### src/rtl/sonic_tx_gearbox_66_40.sv
// sonic_tx_gearbox_66_40: repacks 66-bit blocks from the Tx circular buffer into a continuous 40-bit PMA word stream
module sonic_tx_gearbox_66_40 #(
  parameter int RD_LATENCY = 2,
  parameter int BUF_W = 40 * (RD_LATENCY + 1) + 66
) (
  input  logic        clk_in,
  input  logic        reset_n,
  input  logic        rdena,
  input  logic [65:0] data_in,
  output logic        rdreq,
  output logic [39:0] data_out,
  output logic        data_valid,
  output logic        underrun
);
  localparam int L = RD_LATENCY;
  localparam int OW = $clog2(BUF_W + 1);
  logic [OW-1:0] occ;
  logic [L-1:0] req_sr, sr_n;
  logic [BUF_W-1:0] bit_buf, shifted, ins, msk, buf_n;
  logic [11:0] off, occ_n, need;
  logic [3:0] infl_n;
  logic fire, cap, req_n, started;
  // req_sr[0] is the live rdreq flop; its top bit marks the block arriving on data_in this cycle
  assign rdreq = req_sr[0];
  // shift out a word first, then drop the arriving block in right after the remaining bits
  always_comb begin
    fire = occ >= OW'(40);
    cap = req_sr[L-1];
    off = 12'(occ) - (fire ? 12'd40 : 12'd0);
    occ_n = off + (cap ? 12'd66 : 12'd0);
    infl_n = 4'($countones(req_sr)) - 4'(cap);
    need = occ_n + 12'(infl_n) * 12'd66;
    req_n = rdena && need < 12'(40 * (L + 1));
    sr_n = L'({req_sr, req_n});
    shifted = fire ? bit_buf >> 40 : bit_buf;
    ins = BUF_W'(data_in) << off;
    msk = BUF_W'({66{1'b1}}) << off;
    buf_n = cap ? (shifted & ~msk) | ins : shifted;
  end
  // registered state, outputs and the sticky underrun flag
  always_ff @(posedge clk_in or negedge reset_n) begin
    if (!reset_n) begin
      req_sr <= '0;
      occ <= '0;
      bit_buf <= '0;
      data_out <= '0;
      data_valid <= 1'b0;
      started <= 1'b0;
      underrun <= 1'b0;
    end else begin
      req_sr <= sr_n;
      occ <= OW'(occ_n);
      bit_buf <= buf_n;
      data_valid <= fire;
      started <= fire;
      if (fire) data_out <= bit_buf[39:0];
      if (rdena && started && !fire) underrun <= 1'b1;
    end
  end
  // the request rule must keep the bit count within the buffer
  a_no_overflow: assert property (@(posedge clk_in) disable iff (!reset_n) occ_n <= 12'(BUF_W));
endmodule

### config.mk
export PLATFORM = sky130hd
export DESIGN_NAME = sonic_tx_gearbox_66_40
export DESIGN_NICKNAME = d
export VERILOG_FILES = /design/src/rtl/sonic_tx_gearbox_66_40.sv
export SDC_FILE = /design/constraint.sdc
export NUM_CORES = 1
export LEC_CHECK = 0
export ABC_AREA = 1
export ABC_CLOCK_PERIOD_IN_PS = 4100
export CAP_MARGIN = 20
export CORE_UTILIZATION = 40
export CTS_CLUSTER_DIAMETER = 30
export CTS_CLUSTER_SIZE = 20
export DETAILED_ROUTE_END_ITERATION = 6
export PLACE_DENSITY = 0.68
export SLEW_MARGIN = 40
export SYNTH_ARGS = -nofsm -noshare
export SYNTH_HDL_FRONTEND = slang
export SYNTH_SLANG_ARGS = --single-unit
### constraint.sdc
create_clock -name clk_in -period 4.1 [get_ports clk_in]
set_clock_uncertainty 0.1 [all_clocks]
set_input_delay 0.615 -clock clk_in [delete_from_list [all_inputs] [get_ports clk_in]]
set_output_delay 0.615 -clock clk_in [all_outputs]
set_load 0.02 [all_outputs]
==> flow_summary_export.csv <==
group,metric,value,unit
critical_path,crit_chain,"o21ai_0, nand2_4, ha_2, ha_4, inv_1, nand2_1, nand2_2, xor2_4, inv_4, nor2_4, inv_2, nor3_1, o22ai_1",
drt,drt.antenna.violating_nets,0,
drt,routed-wl-met2,37500,um
grt,grt_max_degree,205,
synthesis,ys.flop_type,"dfrtp_1",
grt,grt_pass1_vias,20035,
floorplan,fp.dieW,212,um
final_layout,multi_input_area,10300,sq um
synthesis,async_reset_ff_share,100,%
cts,clockRootBuffer,"clkbuf_16",
timing,period_minus_slack,3950,ps
drt,drt-total-wl,93800,um
final_layout,final_common_cell,"nand2_1",
critical_path,critPathLaunchType,"flop",
synthesis,syn_area,17600,sq um
cts,cts_tree,"done",
final_layout,area_growth,24.2,%
final_layout,drive_above_1_share,9.47,%
timing,setup_viol,0,
floorplan,row_count,76,
critical_path,path_delay_family,"simple AND/OR/NAND/NOR gates",
timing,clock.fmax,253,MHz
synthesis,yosys.area.top_type_share,33.7,%
critical_path,required,4440,ps
critical_path,max_stage_delay,630,ps
critical_path,cp-end-kind,"flop",
drt,num_vias,21290,
floorplan,io_pins,112,
synthesis,synth_edf_count,0,
cts,postCtsSetupBuffers,0,
grt,grt.overflow.total,0,
timing,worst_pin_slew,817,ps
drt,post_drt_wl_per_cell,27.2,um
final_layout,fin_nets,2885,
synthesis,ys_seq_elements,237,
hold_path,hold_path.class,"reg -> reg",
timing,finalHoldViolCount,0,
critical_path,slowest_stage,"nor3_1",
cts,clock_latency,610,ps
synthesis,yosysUniqueCellTypes,50,
synthesis,synth_seq_area_share,33.7,%
critical_path,crit_fanout,15,
floorplan,die-area,44800,sq um
grt,antenna_found_initial,4,
cts,htreeDepth,3,
placed_design,dp_hpwl,71800,um
drt,top_layer_used,"met5",
synthesis,synth_area_leaders,"dfrtp_1 34%, nand2_1 20%, nand3_1 19%",
timing,slew_viol_final,0,
floorplan,start_util,40.7,%
drt,firstDrtPassIters,6,
floorplan,core,43300,sq um
timing,rsz0062_at_grt,"no",
drt,route.detailed.drc,0,
drt,via_per_inst,6.17,
cts,ctsLongestPathBuffers,3,
drt,first_iter_violations,3355,
timing,max_slew_margin,44.9,%
cts,cts_made_buffers,71,
final_layout,final_cell_mix,"918 x nand2_1, 676 x nand3_1, 235 x dfrtp_1, 168 x o21ai_0, 110 x clkdlybuf4s50_1",
critical_path,crit_buf_inv,3,
synthesis,syn_nets,2819,
floorplan,dieHeight,212,um
synthesis,synth_area_per_cell,6.41,sq um
drt,wl_met1,38500,um
grt,grt_pass1_wl,136000,um
final_layout,regArea,5930,sq um
placed_design,io_buffers,111,
synthesis,synthCells,2743,
critical_path,critPathArrivalTime,4300,ps
synthesis,synth_area_leader_cell,"dfrtp_1",
final_layout,fillers,4430,
cts,path_clk_slew,40,ps
run,timing.max_cap.violations,0,
run_status,status,"finished, final reports clean",
placed_design,gp_congestion,1.09,
critical_path,crit_type,"reg -> reg",
timing,post-route-period-util,96.5,%
cts,cts_sinks,237,
drt,met3WireLength,11400,um
grt,grt_usage,42.2,%
timing,finalSetupTns,0,ps
synthesis,synth_warnings,0,
final timing paths:
kind                                 startpoint                       to  slack [ps]  cells after the start
max                            occ[4]$_DFF_PN0_     bit_buf[5]$_DFF_PN0_         150                     13
min                        underrun$_DFFE_PN0P_     underrun$_DFFE_PN0P_         360                      1
max reg2reg                    occ[4]$_DFF_PN0_     bit_buf[5]$_DFF_PN0_         150                     13
min reg2reg                underrun$_DFFE_PN0P_     underrun$_DFFE_PN0P_         360                      1
max in group asynchronous               reset_n  data_out[2]$_DFFE_PN0P_        2440                      4
min in group asynchronous               reset_n    bit_buf[22]$_DFF_PN0_         420                      2
flip-flops by register name, summed over array words and instances (netlist names):
name and cells:
data_valid 1, occ 7, underrun 1, data_out 40
bit_buf 186, req_sr 2
cells by family (layout without fill, tap and decap cells):
| group | Yosys count | count (layout) | synth area share (%) |
|---|---|---|---|
| AOI/OAI and AO/OA | 402 | 402 | 13.2 |
| and+or+nand+nor | 1762 | 1762 | 43.8 |
| DFF | 237 | 237 | 33.7 |
| muxes | 5 | 5 | 0.285 |
| xor gates and xnor gates | 4 | 4 | 0.306 |
| buffers and inverters | 326 | 445 | 8.17 |
| other | 0 | 1 | 0 |
| adders and majority gates | 7 | 7 | 0.498 |
through the flow:
stage	cells	cell area, sq um	util (%)	setup WS, ps	hold WS, ps
2_1_floorplan	2743	17600	-	26.2	219
3_3_place_gp	3317	19300	44.6	306	349
3_5_place_dp	3318	19300	44.7	245	356
4_1_cts	3445	21800	50.4	222	362
5_1_grt	3447	21800	50.5	75.7	385
6_report	3448	21800	50.5	145	359
repair_timing:
action / 4_1_cts / 5_1_grt
hold buffers: 1 / 0
hold endpoints to repair: 40 / 0
resized for setup: 0 / 0
final cells by class:
type	instances	area share, %
antenna	1	0.0115
clock buffer	91	9.08
clock inverter	35	2.15
inverter	124	2.17
multi-input combinational	2180	47.0
sequential	237	27.2
tap	585	3.35
timing repair buffer	195	9.08
synthesized netlist by cell type, types with 2 or more instances:
| master | n |
|---|---|
| a22oi_1 | 3 |
| o31ai_1 | 2 |
| nor2_1 | 84 |
| xor2_1 | 2 |
| nor3_1 | 8 |
| nor2_2 | 7 |
| nand2_1 | 919 |
| nor2_4 | 6 |
| ha_1 | 7 |
| o32ai_1 | 8 |
| a32o_1 | 2 |
| clkinv_1 | 2 |
| o211ai_1 | 60 |
| o22ai_1 | 19 |
| o21ai_1 | 53 |
| a21oi_2 | 2 |
| a21oi_1 | 56 |
| a31o_2 | 2 |
| dfrtp_1 | 237 |
| a31oi_1 | 9 |
| buf_1 | 37 |
| or2_2 | 14 |
| o221ai_1 | 5 |
| o21bai_1 | 5 |
| buf_2 | 57 |
| inv_1 | 105 |
| inv_2 | 16 |
| nand4_1 | 35 |
| o21ai_0 | 168 |
| buf_6 | 9 |
| mux2i_1 | 5 |
| nand3_1 | 676 |
| buf_8 | 2 |
| buf_4 | 13 |
| clkbuf_1 | 84 |
| nand2_2 | 7 |
| nand3_2 | 4 |
metal layers:
layer,track usage (%),vias up
li1,-,9475
met1,57.0,9971
met2,58.9,1534
met3,12.6,306
met4,25.6,4
met5,0,-
Power is left out: the tool's default activity adds up to more than one toggle a clock period on the data nets, which glitch-free logic cannot reach.
